<file path="src/rtl/apb4_pkg.sv">
// Shared register offsets, bit indices and FSM state type for the APB4 stream FIFO completer.
package apb4_pkg;

  localparam logic [7:0] DATA_OFS   = 8'h00;
  localparam logic [7:0] STATUS_OFS = 8'h04;
  localparam logic [7:0] CTRL_OFS   = 8'h08;
  localparam logic [7:0] THRESH_OFS = 8'h0C;

  localparam int STAT_EMPTY_BIT = 0;
  localparam int STAT_FULL_BIT  = 1;
  localparam int STAT_OVF_BIT   = 2;
  localparam int STAT_CNT_LSB   = 16;

  localparam int CTRL_FLUSH_BIT   = 0;
  localparam int CTRL_CLR_OVF_BIT = 1;

  typedef enum logic [1:0] {
    IDLE = 2'd0,
    WAIT = 2'd1,
    RESP = 2'd2
  } apb_state_e;

endpackage

</file>
<file path="src/rtl/apb4_sync_fifo.sv">
// Synchronous FIFO with push, pop and flush; head reads as 0 while empty.
module apb4_sync_fifo #(
  parameter int DW    = 32,
  parameter int DEPTH = 16
) (
  input  logic                     clk_i,
  input  logic                     rst_ni,
  input  logic                     push_i,
  input  logic                     pop_i,
  input  logic                     flush_i,
  input  logic [DW-1:0]            data_i,
  output logic [DW-1:0]            data_o,
  output logic [$clog2(DEPTH):0]   count_o,
  output logic                     full_o,
  output logic                     empty_o
);
  localparam int AW = $clog2(DEPTH);
  localparam int CW = AW + 1;

  logic [DW-1:0] mem_q [DEPTH];
  logic [AW-1:0] wptr_q, rptr_q;
  logic [CW-1:0] count_q;
  logic          do_push, do_pop;

  assign full_o  = (count_q == CW'(DEPTH));
  assign empty_o = (count_q == '0);

  // Flush dominates both push and pop in the same cycle.
  assign do_push = push_i && !full_o && !flush_i;
  assign do_pop  = pop_i && !empty_o && !flush_i;

  always_ff @(posedge clk_i or negedge rst_ni) begin
    if (!rst_ni) begin
      wptr_q  <= '0;
      rptr_q  <= '0;
      count_q <= '0;
    end else if (flush_i) begin
      wptr_q  <= '0;
      rptr_q  <= '0;
      count_q <= '0;
    end else begin
      if (do_push) wptr_q <= wptr_q + AW'(1);
      if (do_pop)  rptr_q <= rptr_q + AW'(1);
      case ({do_push, do_pop})
        2'b10:   count_q <= count_q + CW'(1);
        2'b01:   count_q <= count_q - CW'(1);
        default: count_q <= count_q;
      endcase
    end
  end

  always_ff @(posedge clk_i) begin
    if (do_push) mem_q[wptr_q] <= data_i;
  end

  assign data_o  = empty_o ? '0 : mem_q[rptr_q];
  assign count_o = count_q;

endmodule

</file>
<file path="src/rtl/apb4_stream_fifo_slv.sv">
// APB4 completer buffering write data into a FIFO drained by a valid/ready stream.
// THRESH register and IRQ are built only when APB4_STREAM_FIFO_IRQ_EN is defined.
//   state | meaning
//   IDLE  | no transfer in progress, waiting for a setup phase
//   WAIT  | access phase, counting down wait states
//   RESP  | PREADY high for one cycle, write side effects commit
module apb4_stream_fifo_slv
  import apb4_pkg::*;
#(
  parameter int DATA_WIDTH  = 32,
  parameter int ADDR_WIDTH  = 32,
  parameter int FIFO_DEPTH  = 16,
  parameter int WAIT_CYCLES = 1
) (
  input  logic                    PCLK,
  input  logic                    PRESETn,
  input  logic [ADDR_WIDTH-1:0]   PADDR,
  input  logic                    PSEL,
  input  logic                    PENABLE,
  input  logic                    PWRITE,
  input  logic [DATA_WIDTH-1:0]   PWDATA,
  input  logic [DATA_WIDTH/8-1:0] PSTRB,
  output logic                    PREADY,
  output logic [DATA_WIDTH-1:0]   PRDATA,
  output logic                    PSLVERR,
  output logic                    OUT_VALID,
  output logic [DATA_WIDTH-1:0]   OUT_DATA,
  input  logic                    OUT_READY,
  output logic                    IRQ
);
  localparam int CW = $clog2(FIFO_DEPTH) + 1;

  apb_state_e            state_q, state_d;
  logic [3:0]            wcnt_q, wcnt_d;
  logic                  ovf_q, ovf_d;

  logic [CW-1:0]         fifo_count;
  logic                  fifo_full, fifo_empty;
  logic [DATA_WIDTH-1:0] fifo_head;
  logic                  push, pop, flush, clr_ovf, ovf_set;

  logic [7:0]            ofs;
  logic                  is_data, is_status, is_ctrl, is_thresh;
  logic                  in_resp, err, wr_ok;
  logic [31:0]           status_word;
  logic [DATA_WIDTH-1:0] rd_data;
  logic                  unused_paddr;

  assign unused_paddr = ^PADDR[ADDR_WIDTH-1:8];

  always_ff @(posedge PCLK or negedge PRESETn) begin
    if (!PRESETn) begin
      state_q <= IDLE;
      wcnt_q  <= '0;
      ovf_q   <= 1'b0;
    end else begin
      state_q <= state_d;
      wcnt_q  <= wcnt_d;
      ovf_q   <= ovf_d;
    end
  end

  always_comb begin
    state_d = state_q;
    wcnt_d  = wcnt_q;
    case (state_q)
      IDLE, RESP: begin
        state_d = IDLE;
        if (PSEL && !PENABLE) begin
          wcnt_d  = 4'(WAIT_CYCLES);
          state_d = (WAIT_CYCLES == 0) ? RESP : WAIT;
        end
      end
      WAIT: begin
        if (!PSEL) begin
          state_d = IDLE;
        end else if (PENABLE) begin
          wcnt_d = wcnt_q - 4'd1;
          if (wcnt_q == 4'd1) state_d = RESP;
        end
      end
      default: state_d = IDLE;
    endcase
  end

  assign ofs       = PADDR[7:0];
  assign is_data   = (ofs == DATA_OFS);
  assign is_status = (ofs == STATUS_OFS);
  assign is_ctrl   = (ofs == CTRL_OFS);
`ifdef APB4_STREAM_FIFO_IRQ_EN
  assign is_thresh = (ofs == THRESH_OFS);
`else
  assign is_thresh = 1'b0;
`endif

  // Full/empty here are the pre-cycle values, so a same-cycle stream pop cannot rescue a push.
  always_comb begin
    err = 1'b0;
    if (PADDR[1:0] != 2'b00)                                  err = 1'b1;
    else if (!(is_data || is_status || is_ctrl || is_thresh)) err = 1'b1;
    else if (PWRITE && is_status)                             err = 1'b1;
    else if (!PWRITE && is_ctrl)                              err = 1'b1;
    else if (PWRITE && is_data && (!(&PSTRB) || fifo_full))   err = 1'b1;
    else if (!PWRITE && is_data && fifo_empty)                err = 1'b1;
  end

  assign in_resp = (state_q == RESP);
  assign wr_ok   = in_resp && PWRITE && !err;
  assign push    = wr_ok && is_data;
  assign flush   = wr_ok && is_ctrl && PWDATA[CTRL_FLUSH_BIT];
  assign clr_ovf = wr_ok && is_ctrl && PWDATA[CTRL_CLR_OVF_BIT];
  assign ovf_set = in_resp && PWRITE && is_data && fifo_full;
  assign pop     = !fifo_empty && OUT_READY;

  always_comb begin
    ovf_d = ovf_q;
    if (ovf_set)      ovf_d = 1'b1;
    else if (clr_ovf) ovf_d = 1'b0;
  end

  always_comb begin
    status_word                          = '0;
    status_word[STAT_EMPTY_BIT]          = fifo_empty;
    status_word[STAT_FULL_BIT]           = fifo_full;
    status_word[STAT_OVF_BIT]            = ovf_q;
    status_word[STAT_CNT_LSB +: CW]      = fifo_count;
  end

`ifdef APB4_STREAM_FIFO_IRQ_EN
  logic [CW-1:0] thresh_q, thresh_d;
  logic          irq_q;

  always_comb begin
    thresh_d = thresh_q;
    if (wr_ok && is_thresh) begin
      for (int i = 0; i < CW; i++) begin
        if (PSTRB[i/8]) thresh_d[i] = PWDATA[i];
      end
    end
  end

  always_ff @(posedge PCLK or negedge PRESETn) begin
    if (!PRESETn) begin
      thresh_q <= '0;
      irq_q    <= 1'b0;
    end else begin
      thresh_q <= thresh_d;
      irq_q    <= ((fifo_count >= thresh_q) && (thresh_q != '0)) || ovf_q;
    end
  end

  assign IRQ = irq_q;
`else
  assign IRQ = 1'b0;
`endif

  always_comb begin
    rd_data = '0;
    if (is_data)        rd_data = fifo_head;
    else if (is_status) rd_data = DATA_WIDTH'(status_word);
`ifdef APB4_STREAM_FIFO_IRQ_EN
    else if (is_thresh) rd_data = DATA_WIDTH'(thresh_q);
`endif
  end

  assign PREADY  = in_resp;
  assign PSLVERR = in_resp && err;
  assign PRDATA  = (in_resp && !PWRITE && !err) ? rd_data : '0;

  apb4_sync_fifo #(
    .DW    (DATA_WIDTH),
    .DEPTH (FIFO_DEPTH)
  ) u_fifo (
    .clk_i   (PCLK),
    .rst_ni  (PRESETn),
    .push_i  (push),
    .pop_i   (pop),
    .flush_i (flush),
    .data_i  (PWDATA),
    .data_o  (fifo_head),
    .count_o (fifo_count),
    .full_o  (fifo_full),
    .empty_o (fifo_empty)
  );

  assign OUT_VALID = !fifo_empty;
  assign OUT_DATA  = fifo_head;

endmodule

</file>
<file path="config.mk">
export PLATFORM = sky130hd
export DESIGN_NAME = apb4_stream_fifo_slv
export DESIGN_NICKNAME = d
export VERILOG_FILES = /design/src/rtl/apb4_pkg.sv /design/src/rtl/apb4_sync_fifo.sv /design/src/rtl/apb4_stream_fifo_slv.sv
export SDC_FILE = /design/constraint.sdc
export NUM_CORES = 1
export LEC_CHECK = 0
export ABC_CLOCK_PERIOD_IN_PS = 6300
export BUFFER_PORTS_ARGS = -buffer_cell sky130_fd_sc_hd__clkbuf_2
export CORE_ASPECT_RATIO = 0.9
export CORE_UTILIZATION = 30
export DETAILED_ROUTE_END_ITERATION = 16
export HOLD_SLACK_MARGIN = 0.05
export SLEW_MARGIN = 20
export SYNTH_ARGS = -nofsm -noshare
export SYNTH_HDL_FRONTEND = slang
export SYNTH_SLANG_ARGS = --single-unit
</file>
<file path="constraint.sdc">
create_clock -name PCLK -period 6.3 [get_ports PCLK]
set_input_delay 1.26 -clock PCLK [delete_from_list [all_inputs] [get_ports PCLK]]
set_output_delay 1.26 -clock PCLK [all_outputs]
set_load 0.05 [all_outputs]
</file>
---- Word-level counts from Yosys, hierarchy flattened ----
Memories as Yosys holds them, arrays and structs flattened.
Index checks and enable logic that the tools add are counted.
operators by class
  $add $sub $neg .......................... 5
  eq/ne operators ......................... 13
  multiplexer cells ....................... 29
  reductions and logical operators ........ 46
operators with widths
  cell                                               count
  two-way mux 32 bit                                 3
  two-way mux 4 bit                                  7
  logical AND 1 bit                                  23
  two-way mux 21 bit                                 1
  two-way mux 1 bit                                  11
  case mux 5 bit (2 select lines)                    1
  nonzero test 2 bit                                 5
  adder 4 x 1 -> 4 bit (second input constant)       2
  == test 8 x 3 -> 1 bit (second input constant)     1
  == test 8 x 4 -> 1 bit (second input constant)     1
  logical NOT 8 bit                                  1
  case mux 4 bit (2 select lines)                    1
  AND reduction 4 bit                                2
  logical NOT 1 bit                                  7
  two-way mux 2 bit                                  3
  != test 2 bit (second input constant)              3
  != test 3 bit (second input constant)              2
  adder 5 x 1 -> 5 bit (second input constant)       1
  == test 5 bit (second input constant)              1
  logical NOT 5 bit                                  1
  two-way mux 5 bit                                  1
  subtractor 5 x 1 -> 5 bit (second input constant)  1
  == test 2 x 1 -> 1 bit (second input constant)     2
  == test 2 bit (second input constant)              2
  8 further kinds                                    10
word-level totals
  register bits ........................... 20
  output and inout bits ................... 68
  memories kept ........................... 1
  input bits .............................. 74
  bits in writable memories ............... 512
memories
  name          depth  bits a word  read ports  clocked after memory_dff  write ports  RTL line              source
  u_fifo.mem_q  16     32           1           0                         1            apb4_sync_fifo.sv:20  logic [DW-1:0] mem_q [DEPTH];

---- Longest topological paths before layout ----
  depth after elaboration ................. 18
  gate-level depth with buffers ........... 15
  mapped depth without buffers ............ 12

---- Hierarchy ----
Synthesis repeated with hierarchy kept, for this count alone.
unflattened totals
  cells, all modules ...................... 1009
  area total of the unflattened synthesis .. 21149.0 sq um
by module, submodules not included
  module                sequential area each (sq um)  area each (sq um)  instances  cells an instance
  apb4_sync_fifo        15700.1                       20309.5            1          894
  apb4_stream_fifo_slv  175.2                         839.6              1          115

---- Worst setup path before layout ----
Ideal clock, no wire load.
  kind .................................... in2reg
  start point ............................. input PADDR[5]
  end point ............................... memory u_fifo.mem_q[3][0] (enable)
  data required time ...................... 5.798 ns
  cell stages on the path ................. 5
  buffers on the path ..................... 1
  path slack .............................. 0.563 ns
  arrival time ............................ 5.236 ns
  cells stage by stage .................... nor4_4 nand4_1 or2_1 clkbuf_1 nor4_1
on the way
  longest elaborated chain between the ends .. 17
  elaborated cells on any way between the ends .. 27
  those cells by class .................... eq/ne: 2; mux: 8; reduce/logical: 17
ends and longest elaborated chain
  element                                      RTL line                     source
  start: declaration                           apb4_stream_fifo_slv.sv:17   input logic [ADDR_WIDTH-1:0] PADDR,
  logical NOT 8 bit                            apb4_stream_fifo_slv.sv:87   assign is_data = (ofs == DATA_OFS);
  logical AND 1 bit (2 in series)              apb4_stream_fifo_slv.sv:104  else if (!PWRITE && is_data && fifo_empty) err = 1'b1;
  two-way mux 1 bit                            apb4_stream_fifo_slv.sv:104
  two-way mux 1 bit                            apb4_stream_fifo_slv.sv:103  else if (PWRITE && is_data && (!(&PSTRB) || fifo_full)) err = 1'b1;
  two-way mux 1 bit                            apb4_stream_fifo_slv.sv:102  else if (!PWRITE && is_ctrl) err = 1'b1;
  two-way mux 1 bit                            apb4_stream_fifo_slv.sv:101  else if (PWRITE && is_status) err = 1'b1;
  two-way mux 1 bit                            apb4_stream_fifo_slv.sv:100  else if (!(is_data || is_status || is_ctrl || is_thresh)) err = 1'b1;
  two-way mux 1 bit                            apb4_stream_fifo_slv.sv:99   if (PADDR[1:0] != 2'b00) err = 1'b1;
  logical NOT 1 bit                            apb4_stream_fifo_slv.sv:108  assign wr_ok = in_resp && PWRITE && !err;
  logical AND 1 bit                            apb4_stream_fifo_slv.sv:108
  logical AND 1 bit (2 in series)              apb4_stream_fifo_slv.sv:110  assign flush = wr_ok && is_ctrl && PWDATA[CTRL_FLUSH_BIT];
  logical NOT 1 bit                            apb4_sync_fifo.sv:29         assign do_push = push_i && !full_o && !flush_i;
  logical AND 1 bit (*)                        apb4_sync_fifo.sv:29
  two-way mux 1 bit (*)                        apb4_sync_fifo.sv:53         if (do_push) mem_q[wptr_q] <= data_i;
  two-way mux 1 bit (not written as such) (*)  apb4_sync_fifo.sv:53
  end: declaration                             apb4_sync_fifo.sv:20
Every way passes the cells marked *; elsewhere a longest branch is shown, timed or not.

---- Worst setup path after layout ----
  start point ............................. input PADDR[5]
  end point ............................... output PRDATA[6]
on the way
  longest elaborated chain between the ends .. 12
  elaborated cells on any way between the ends .. 21
  those cells by class .................... eq/ne: 2; mux: 8; reduce/logical: 11
ends and longest elaborated chain
  element                          RTL line                     source
  logical NOT 8 bit                apb4_stream_fifo_slv.sv:87
  logical AND 1 bit (2 in series)  apb4_stream_fifo_slv.sv:104
  two-way mux 1 bit                apb4_stream_fifo_slv.sv:104
  two-way mux 1 bit                apb4_stream_fifo_slv.sv:103
  two-way mux 1 bit                apb4_stream_fifo_slv.sv:102
  two-way mux 1 bit                apb4_stream_fifo_slv.sv:101
  two-way mux 1 bit                apb4_stream_fifo_slv.sv:100
  two-way mux 1 bit                apb4_stream_fifo_slv.sv:99
  logical NOT 1 bit                apb4_stream_fifo_slv.sv:168  assign PRDATA = (in_resp && !PWRITE && !err) ? rd_data : '0;
  logical AND 1 bit                apb4_stream_fifo_slv.sv:168
  two-way mux 32 bit (*)           apb4_stream_fifo_slv.sv:168
  end: declaration                 apb4_stream_fifo_slv.sv:24   output logic [DATA_WIDTH-1:0] PRDATA,
Marked as above.

==> summary.json <==
{
  "critical_path": {
    "critical-path-top-delay-family": "simple AND/OR/NAND/NOR gates",
    "critPathCaptureType": "primary output",
    "cp_max_fo": 23,
    "critical-path-max-stage-delay_ps": 570,
    "data_arrival_critical_path_ps": 3640,
    "worst-endpoint-required_ps": 5040,
    "crit_buf_inv": 3,
    "critical-path-slowest-cell": "sky130_fd_sc_hd__nor3_2",
    "series_of_cell_instances_along_the_critical_path": "clkbuf_2 > nor4_4 > nand3_1 > nor3_2 > buf_4 > and2_1 > clkbuf_2",
    "ff2ff_setup_slack_ps": 2520,
    "cp-start-kind": "primary input",
    "path_class": "primary input to primary output",
    "timing.critical_path.mode_cell": "sky130_fd_sc_hd__clkbuf_2"
  },
  "sta": {
    "layout_min_cycle_time_ps": 4900,
    "tightestPinTransition_ps": 1010,
    "setup_total_negative_slack_ps": 0,
    "timing.final.hold_violations": 0,
    "achievable-frequency_mhz": 204,
    "worst_slew_margin_rel": 0.325,
    "finalMaxSlewViolations": 0,
    "timing.clock.skew_ps": 33.5,
    "setup_viol_count_final": 0,
    "unrepaired_setup_endpoints_after_global_routing": "no",
    "post-route-period-util": 0.778
  },
  "route": {
    "via_total_after_detailed_routing": 10329,
    "post_drt_via_cell_ratio": 4.92,
    "drt-pass1-iter-count": 5,
    "dr.first_iter.drc_count": 1058,
    "drt.antenna.violating_nets": 0,
    "drcViolationCount": 0,
    "wl_per_cell_um": 23.1,
    "wl_mm": 48.4
  },
  "cts": {
    "clock_sinks": 532,
    "cts-htree-levels": 2,
    "clockRootBuffer": "sky130_fd_sc_hd__clkbuf_16",
    "cts-buffers-inserted": 51,
    "post_cts_hold_buffer_count": 0,
    "clk_pin_slew_ps": 70,
    "postCtsSetupRepairBufs": 0,
    "cts_tree": "done",
    "clk-insertion-delay-late_ps": 590,
    "clock_path_buffers": 3,
    "post_cts_resize_count": 0
  },
  "synthesis": {
    "synthesized_instance_count": 982,
    "ys_seq_area_frac": 0.746,
    "ys_ff_latch": 532,
    "top_flip_flop_cell_by_instance_count_after_synthesis": "sky130_fd_sc_hd__edfxtp_1",
    "synth_nets": 1065,
    "post_synth_num_cell_types": 60,
    "synthesis.area_per_instance_um2": 21.7,
    "yosysTopAreaCell": "sky130_fd_sc_hd__edfxtp_1",
    "mappedNetlistArea_um2": 21300,
    "yosys_warnings": 0,
    "leading_post_synthesis_cells_by_instance_count": "512 x sky130_fd_sc_hd__edfxtp_1, 160 x sky130_fd_sc_hd__mux4_2, 59 x sky130_fd_sc_hd__and2_1",
    "synth.top_cell.area_share": 0.723,
    "ys_async_sr_fraction": 0.0376,
    "synthTopCellsByArea": "sky130_fd_sc_hd__edfxtp_1 72%, sky130_fd_sc_hd__mux4_2 17%, sky130_fd_sc_hd__dfrtp_1 2.4%",
    "post-synth-top-count-cell": "sky130_fd_sc_hd__edfxtp_1",
    "number_of_enable_type_register_cells_in_the_synthesized_netlist": 512
  },
  "placed_design": {
    "placedCellCount": 2011,
    "place_hpwl_mm": 26.1,
    "gp_congestion": 0.766,
    "number_of_buffer_cells_added_on_primary_ports": 116
  },
  "die": {
    "die_width_um": 283,
    "initial_utilization": 0.303,
    "die_h_um": 255,
    "placeableCoreArea_um2": 70100,
    "row_count": 92,
    "floorplan.die_area_um2": 72000,
    "boundaryPins": 142
  },
  "flow_run": {
    "timing.max_cap.violations": 0
  },
  "final_layout": {
    "area_delta_synth_final_pct": 15.8,
    "filler_cell_count": 6462,
    "drive_gt1_frac": 0.343,
    "finish.net_count": 1207,
    "finish.cell_count_without_fillers": 2098,
    "n_antenna_cell": 0
  },
  "status": {
    "status": "completed"
  },
  "global_routing": {
    "track_usage": 0.136,
    "grt_first_pass_wirelength_mm": 71.1,
    "number_of_global_route_vias_before_repair": 10498,
    "maximum_number_of_pins_on_one_net_before_global_route_repair": 54,
    "grt_remaining_overflow": 0,
    "grt_antenna_before_repair": 7
  },
  "power_and_ir_drop": {
    "worst_ir_drop_vdd_uv": 348,
    "power_density_nw_per_um2": 418,
    "static-leakage-power_uw": 0.00783,
    "finalPower_uw": 10300
  },
  "min_path": {
    "min-delay-path-class": "register to register"
  }
}
[per-stage QoR]
| step | setup slack [ps] | instance area (um^2) | hold WS [ps] | utilization |
|---|---|---|---|---|
| global route | 1090 | 24600 | 570 | 0.351 |
| floorplan | 563 | 21300 | 468 | - |
| detailed placement | 1340 | 23100 | 503 | 0.329 |
| CTS | 1330 | 24600 | 518 | 0.351 |
| global placement | 1400 | 23100 | 492 | 0.329 |
| finish | 1400 | 24600 | 509 | 0.351 |
[logic make-up after synthesis]
kind of cell | after synthesis | synth area share
flops | 532 | 0.746
mux | 165 | 0.172
simple gates | 147 | 0.0414
buf+inv | 71 | 0.0154
compound gates | 50 | 0.0166
fa+ha+maj | 9 | 0.00529
xor+xnor | 7 | 0.00288
other cells | 1 | 0.000176
[area by class of cell]
cell class	count	area [um^2]	share of cell area
tap	940	1180	0.0478
multi-input combinational	379	5150	0.209
timing repair buffer	145	823	0.0334
sequential	532	15900	0.645
inverter	15	56.3	0.00229
clock inverter	21	183	0.00742
clock buffer	66	1350	0.0550
[power by group]
| part | leakage (uW) | switching (uW) | internal [uW] | total, uW |
|---|---|---|---|---|
| Sequential | 0.00484 | 244 | 3920 | 4160 |
| Combinational | 0.00224 | 1870 | 1390 | 3260 |
| Clock | 0.000739 | 1280 | 1590 | 2870 |
| Total | 0.00783 | 3400 | 6900 | 10300 |
[final timing paths]
check | start | cells past startpoint | to
max | PADDR[5] | 7 | PRDATA[6]
min | ovf_q | 2 | ovf_q
max reg2reg | state_q[1] | 12 | u_fifo.count_o[4]
min reg2reg | ovf_q | 2 | ovf_q
max in group asynchronous | PRESETn | 1 | u_fifo.rptr_q[1]
min in group asynchronous | PRESETn | 1 | ovf_q
[layer usage]
metal | GRT usage | wire (um) | vias to the layer above
met5 | 0 | 68 | -
met4 | 0.0292 | 784 | 12
met3 | 0.0278 | 3150 | 72
met2 | 0.204 | 21900 | 338
met1 | 0.203 | 22500 | 5520
li1 | - | - | 4387
[worst min-delay path: stages, from the launching register on]
cell and delay [ps]:
sky130_fd_sc_hd__dfrtp_1 340, sky130_fd_sc_hd__o21ai_0 80, sky130_fd_sc_hd__o41ai_1 50
[cell usage in the layout, fill, tap and decap left out, types with 4 or more instances in the layout]
master                      netlist  final
sky130_fd_sc_hd__clkbuf_16        0     52
sky130_fd_sc_hd__a21oi_1          5      5
sky130_fd_sc_hd__clkbuf_2         2    116
sky130_fd_sc_hd__inv_1           15     15
sky130_fd_sc_hd__ha_1             9      9
sky130_fd_sc_hd__mux2i_1          4      4
sky130_fd_sc_hd__o21ai_0         12     12
sky130_fd_sc_hd__nor2_4           0      4
sky130_fd_sc_hd__and2_2           0      4
sky130_fd_sc_hd__nand2_1         18     18
sky130_fd_sc_hd__dfrtp_1         20     16
sky130_fd_sc_hd__xor2_1           6      6
sky130_fd_sc_hd__a31oi_1          5      5
sky130_fd_sc_hd__clkbuf_1        29     14
sky130_fd_sc_hd__clkinv_1         0     12
sky130_fd_sc_hd__mux4_2         160    160
sky130_fd_sc_hd__nor3_2           1      6
sky130_fd_sc_hd__nand4_1          7      7
sky130_fd_sc_hd__edfxtp_1       512    512
sky130_fd_sc_hd__nor4_2           0      4
sky130_fd_sc_hd__buf_4            8     27
sky130_fd_sc_hd__a22o_1           9      9
sky130_fd_sc_hd__nor4_1           8      4
sky130_fd_sc_hd__nand3_1          5      5
sky130_fd_sc_hd__and2_1          59     55
sky130_fd_sc_hd__nor2_1          19     15
[registers in the layout, indices dropped and copies added, names as in the netlist]
| signal | flops |
|---|---|
| u_fifo.rptr_q | 4 |
| ovf_q | 1 |
| u_fifo.count_o | 5 |
| u_fifo.mem_q | 512 |
| state_q | 2 |
| u_fifo.wptr_q | 4 |
| wcnt_q | 4 |
No activity file was read; power rests on OpenSTA's default activity.
